[config.mk]
export PLATFORM = sky130hd
export DESIGN_NAME = inbuf_line_sched
export DESIGN_NICKNAME = d
export VERILOG_FILES = /design/src/rtl/inbuf_line_sched.sv
export SDC_FILE = /design/constraint.sdc
export NUM_CORES = 1
export LEC_CHECK = 0
export CELL_PAD_IN_SITES_DETAIL_PLACEMENT = 0
export CELL_PAD_IN_SITES_GLOBAL_PLACEMENT = 1
export CORE_AREA = 2 2 417 419
export DETAILED_ROUTE_END_ITERATION = 10
export DIE_AREA = 0 0 419 421
export GPL_TIMING_DRIVEN = 1
export HOLD_SLACK_MARGIN = 0.12
export PLACE_DENSITY = 0.65
export SKIP_LAST_GASP = 1
export SYNTH_ARGS = -nofsm -noshare
export SYNTH_HDL_FRONTEND = slang
export SYNTH_SLANG_ARGS = --single-unit
[constraint.sdc]
create_clock -name clk -period 45.6 [get_ports clk]
set_clock_uncertainty 0.1 [all_clocks]
set_input_delay 4.56 -clock clk [delete_from_list [all_inputs] [get_ports clk]]
set_output_delay 4.56 -clock clk [all_outputs]
set_load 0.005 [all_outputs]
[src/rtl/inbuf_line_sched.sv]
// Input-buffer line scheduler: fetches lines from the data FIFO into a 2-entry
// prefetch buffer and presents each line to the encoding engine for M uses.
module inbuf_line_sched #(
   parameter int unsigned M_MAX      = 128,
   parameter int unsigned DATA_W     = 512,
   parameter int unsigned LINE_CNT_W = 16,
   localparam int unsigned MW        = $clog2(M_MAX + 1),
   localparam int unsigned UW        = $clog2(M_MAX)
) (
   input  logic                  clk,
   input  logic                  rst,
   input  logic                  eng_rst,
   input  logic                  start,
   input  logic [MW-1:0]         cfg_m,
   input  logic [LINE_CNT_W-1:0] cfg_line_num,
   output logic                  busy,
   output logic                  done,
   output logic                  cfg_err,
   output logic                  underrun_err,
   output logic                  fifo_rd_rq,
   input  logic                  fifo_empty,
   input  logic [DATA_W-1:0]     fifo_rd_data,
   output logic [DATA_W-1:0]     line_data,
   output logic                  line_val,
   output logic                  line_last_use,
   input  logic                  eng_data_used
);

   typedef enum logic [1:0] {
      S_IDLE = 2'd0,
      S_RUN  = 2'd1,
      S_DONE = 2'd2
   } state_t;

   state_t                r_state;
   logic [MW-1:0]         r_m_q;
   logic [LINE_CNT_W-1:0] r_n_q;
   logic [LINE_CNT_W-1:0] r_lines_req;
   logic [LINE_CNT_W-1:0] r_lines_done;
   logic [UW-1:0]         r_use_cnt;
   logic [1:0]            r_occ;
   logic                  r_head;
   logic                  r_inflight;
   logic                  r_busy;
   logic                  r_done;
   logic                  r_cfg_err;
   logic                  r_underrun;
   logic [DATA_W-1:0]     r_buf [2];

   logic                  w_line_val;
   logic                  w_last_use;
   logic                  w_use;
   logic                  w_pop;
   logic                  w_rd_rq;
   logic                  w_cfg_ok;
   logic                  w_wr_idx;
   logic [UW-1:0]         w_m_last;
   logic [LINE_CNT_W-1:0] w_lines_done_nx;

   assign w_m_last        = UW'(r_m_q - MW'(1));
   assign w_line_val      = (r_occ != 2'd0);
   assign w_last_use      = w_line_val & (r_use_cnt == w_m_last);
   assign w_use           = eng_data_used & w_line_val;
   assign w_pop           = w_use & w_last_use;
   assign w_cfg_ok        = (cfg_m >= MW'(2)) & (cfg_m <= MW'(M_MAX)) & (cfg_line_num != '0);
   assign w_wr_idx        = r_head ^ r_occ[0];
   assign w_lines_done_nx = r_lines_done + LINE_CNT_W'(1);

   // Request only when a slot is free counting the line already in flight
   assign w_rd_rq = (r_state == S_RUN) & ~fifo_empty & (r_lines_req < r_n_q)
                  & ((r_occ + {1'b0, r_inflight}) < 2'd2);

   // Prefetch storage; data returning after a soft reset is dropped
   always_ff @(posedge clk) begin
      if (r_inflight && !eng_rst) begin
         r_buf[w_wr_idx] <= fifo_rd_data;
      end
   end

   always_ff @(posedge clk or posedge rst) begin
      if (rst) begin
         r_state      <= S_IDLE;
         r_m_q        <= '0;
         r_n_q        <= '0;
         r_lines_req  <= '0;
         r_lines_done <= '0;
         r_use_cnt    <= '0;
         r_occ        <= '0;
         r_head       <= 1'b0;
         r_inflight   <= 1'b0;
         r_busy       <= 1'b0;
         r_done       <= 1'b0;
         r_cfg_err    <= 1'b0;
         r_underrun   <= 1'b0;
      end else if (eng_rst) begin
         r_state      <= S_IDLE;
         r_m_q        <= '0;
         r_n_q        <= '0;
         r_lines_req  <= '0;
         r_lines_done <= '0;
         r_use_cnt    <= '0;
         r_occ        <= '0;
         r_head       <= 1'b0;
         r_inflight   <= 1'b0;
         r_busy       <= 1'b0;
         r_done       <= 1'b0;
         r_cfg_err    <= 1'b0;
         r_underrun   <= 1'b0;
      end else begin
         r_done     <= 1'b0;
         r_cfg_err  <= 1'b0;
         r_underrun <= eng_data_used & ~w_line_val;
         r_inflight <= w_rd_rq;

         if (w_rd_rq) begin
            r_lines_req <= r_lines_req + LINE_CNT_W'(1);
         end

         // Simultaneous write and pop leave occupancy unchanged
         unique case ({r_inflight, w_pop})
            2'b10:   r_occ <= r_occ + 2'd1;
            2'b01:   r_occ <= r_occ - 2'd1;
            default: r_occ <= r_occ;
         endcase

         if (w_use) begin
            r_use_cnt <= w_last_use ? '0 : r_use_cnt + UW'(1);
         end
         if (w_pop) begin
            r_head       <= ~r_head;
            r_lines_done <= w_lines_done_nx;
         end

         unique case (r_state)
            S_IDLE: begin
               if (start) begin
                  if (w_cfg_ok) begin
                     r_state      <= S_RUN;
                     r_busy       <= 1'b1;
                     r_m_q        <= cfg_m;
                     r_n_q        <= cfg_line_num;
                     r_lines_req  <= '0;
                     r_lines_done <= '0;
                     r_use_cnt    <= '0;
                  end else begin
                     r_cfg_err <= 1'b1;
                  end
               end
            end
            S_RUN: begin
               if (w_pop && (w_lines_done_nx == r_n_q)) begin
                  r_state <= S_DONE;
                  r_done  <= 1'b1;
               end
            end
            S_DONE: begin
               r_state <= S_IDLE;
               r_busy  <= 1'b0;
            end
            default: r_state <= S_IDLE;
         endcase
      end
   end

   assign busy          = r_busy;
   assign done          = r_done;
   assign cfg_err       = r_cfg_err;
   assign underrun_err  = r_underrun;
   assign fifo_rd_rq    = w_rd_rq;
   assign line_val      = w_line_val;
   assign line_last_use = w_last_use;
   // Stale buffer contents stay hidden while no line is held
   assign line_data     = w_line_val ? r_buf[r_head] : '0;

endmodule

==> results_dict.tcl <==
set metrics [dict create \
    status "complete, no violations" \
    clkTransAtPathRegs_ns 0.06 \
    synth_nets 3203 \
    cts_tree "built" \
    p_clk_share_pct 44.9 \
    track_usage_pct 15.57 \
    grt_max_degree 192 \
    via_count 26410 \
    finalMaxSlewViolations 0 \
    relSlewSlack_pct 20.48 \
    synth_top_area_cell "edfxtp_1" \
    fmax_mhz 88.20 \
    synthFlopType "edfxtp_1" \
    drtIter0Drc 1928 \
    path_buf_inv 4 \
    hpwl_mm 102.1 \
    syn_area_um2 42710 \
    nFillCells 16600 \
    crit_arrival_ns 6.68 \
    yosysTopAreaCellShare_pct 71.99 \
    p_comb_share_pct 5.0 \
    multiInputGateArea_um2 9525 \
    syn2layout_area_growth_pct 40.74 \
    routed_wl_mm 141.8 \
    pwr-share-seq_pct 50.1 \
    synth_area_per_cell_um2 16.17 \
    cap_violations 0 \
    gr-total-overflow 0 \
    clockBufferDepth 3 \
    drive_gt1_share_pct 6.452 \
    p_leak_nw 18.73 \
    antenna_found_initial 34 \
    vias_per_cell 4.285 \
    yosys_warnings 0 \
    final_common_cell "clkdlybuf4s50_1" \
    post_cts_resized 0 \
    hold_violations 0 \
    min_period_ns 11.34 \
    row_count 153 \
    rsz0062_at_grt "no" \
    nets 4282 \
    die_area_um2 176400 \
    numClockSinks 1096 \
    wl_per_cell_um 23.00 \
    cp-end-kind "primary output" \
    io_buffer_count 1060 \
    start_util_pct 24.76 \
    cp-start-kind "input pin" \
    hold_path_class "reg2reg" \
    synth.distinct_cells 61 \
    numCtsBuffers 121 \
    dieWidth_um 419 \
    regArea_um2 32560 \
    ys_seq_area_share_pct 76.21 \
    tightest_slew_ns 1.193 \
    p_int_mw 1.750 \
    dr.pass1.iters 5 \
    holdWs_ns 0.4371 \
    ant_nets 0 \
    worstPathCellList "clkdlybuf4s50_1 -> nor4b_1 -> o21ai_0 -> a21oi_1 -> o221ai_1 -> buf_4 -> inv_1 -> clkdlybuf4s50_1" \
    ir_drop_uv 32.64 \
    die_h_um 421 \
    cts_root_buffer "clkbuf_16" \
    io_pins 1061 \
    synthCells 2642 \
    synth_top_cells_by_area "edfxtp_1, mux2i_1, nor2_1" \
    mostFrequentLayoutCells "clkdlybuf4s50_1, edfxtp_1, nor2_1" \
    crit_slowest_cell "clkdlybuf4s50_1" \
    required_ns 40.94 \
    cp_max_fo 26 \
    cp_slowest_stage_delay_ns 0.54 \
    h-tree-depth 3 \
    grt_pass1_wl_mm 198.1 \
    p_sw_share_pct 20.93 \
    powerDensity_nw_per_um2 36.82 \
    synth-seq-cells 1096 \
    setup_tns_ns 0 \
    crit_family "buffers and inverters" \
    gp_congestion 0.8971 \
    ys_async_sr_fraction_pct 6.569 \
    core_area_um2 172500 \
    post_cts_buffers 0 \
    path_class "in2out" \
    finalSetupViolCount 0 \
    synth_edf_count 1024 \
    switchingPower_mw 0.4632 \
    grt_pass1_vias 26620 \
    finalCritPeriodShare_pct 24.86 \
    cpMostUsedCell "clkdlybuf4s50_1" \
    cts_hold_buf 0 \
    clk_latency_ns 0.75 \
    drc 0 \
]
metal layers:
layer  GRT usage (%)  part of all wire, %
met1           19.43                   41
met2           26.39                   50
met3           3.746                  6.5
met4           5.006                  2.6
met5               0                 0.11
final timing paths:
| kind | slack (ns) | endpoint | depth (start not counted) | start |
|---|---|---|---|---|
| min in group asynchronous | 4.35 | r_m_q[5] | 3 | rst |
| max | 34.26 | fifo_rd_rq | 8 | fifo_empty |
| min | 0.44 | busy | 2 | busy |
| min reg2reg | 0.44 | busy | 2 | busy |
| max reg2reg | 40.18 | r_buf[0][474] | 6 | r_head |
| max in group asynchronous | 40.28 | r_head | 3 | rst |
worst reg2reg max path, delay by kind of cell (launching register included):
family	cells	cell delay, ns
xor gates and xnor gates	1	0.25
buffers and inverters	4	3.00
DFF	1	0.97
and+or+nand+nor	1	0.67
power groups by stage:
stage | sequential [mW] | clock [mW] | combinational (mW)
2_1_floorplan | 1.13 | 0 | 0.0242
3_3_place_gp | 1.13 | 0 | 0.108
3_5_place_dp | 1.13 | 0 | 0.111
4_1_cts | 1.11 | 1.02 | 0.111
5_1_grt | 1.11 | 1.06 | 0.118
6_report | 1.11 | 0.993 | 0.111
flip-flops by register name, summed over array words and instances, names as in the netlist:
signal and cells:
busy 1, cfg_err 1, done 1, r_buf 1024
r_head 1, r_inflight 1, r_lines_done 16, r_lines_req 16
r_m_q 7, r_n_q 16, r_occ 2, r_state 2
r_use_cnt 7, underrun_err 1
cell families (layout without fill, tap and decap cells):
kind of cell / after synthesis / count (layout) / synth area share, %
buffers and inverters: 171 / 1357 / 1.567
flip-flops: 1096 / 1096 / 76.21
AND/OR/NAND/NOR: 679 / 679 / 6.767
AO/OA/AOI/OAI: 121 / 121 / 1.977
adder cells (fa/ha/maj): 19 / 19 / 0.5566
other: 0 / 11 / 0
multiplexers: 519 / 519 / 12.17
XOR/XNOR: 37 / 37 / 0.7587
cell usage after synthesis (all sizes together), types with 3 or more instances:
| master | instances |
|---|---|
| edfxtp | 1024 |
| nor2 | 532 |
| mux2i | 518 |
| clkbuf | 83 |
| dfrtp | 72 |
| buf | 57 |
| a21oi | 39 |
| nand2 | 35 |
| inv | 31 |
| a22o | 23 |
| xnor2 | 23 |
| ha | 19 |
| nand3 | 19 |
| or3 | 19 |
| o21ai | 18 |
| or4 | 16 |
| nand4 | 15 |
| nor4 | 15 |
| o31ai | 15 |
| xor2 | 14 |
| nor3 | 7 |
| a21o | 6 |
| and3 | 6 |
| a2111oi | 3 |
| nand4b | 3 |
stage by stage:
step	instance area (µm²)	std cells	setup slack [ns]	power (mW)	util, %
after CTS	60090	6153	34.25	2.244	34.84
final	60110	6164	34.26	2.214	34.85
after global placement	56040	5923	34.19	1.239	32.49
after floorplan	42710	2642	1.634	1.159	-
after global routing	60110	6161	34.14	2.286	34.85
after detailed placement	56040	5923	34.25	1.242	32.49
area by class of cell:
type,instances,share of cell area [%]
multi-input combinational,1375,15.85
inverter,31,0.1936
clock buffer,147,5.249
clock inverter,83,1.488
sequential,1096,54.16
timing repair buffer,1096,18.18
antenna,11,0.04579
tap,2325,4.839
Power figures use the tool's default switching activity.
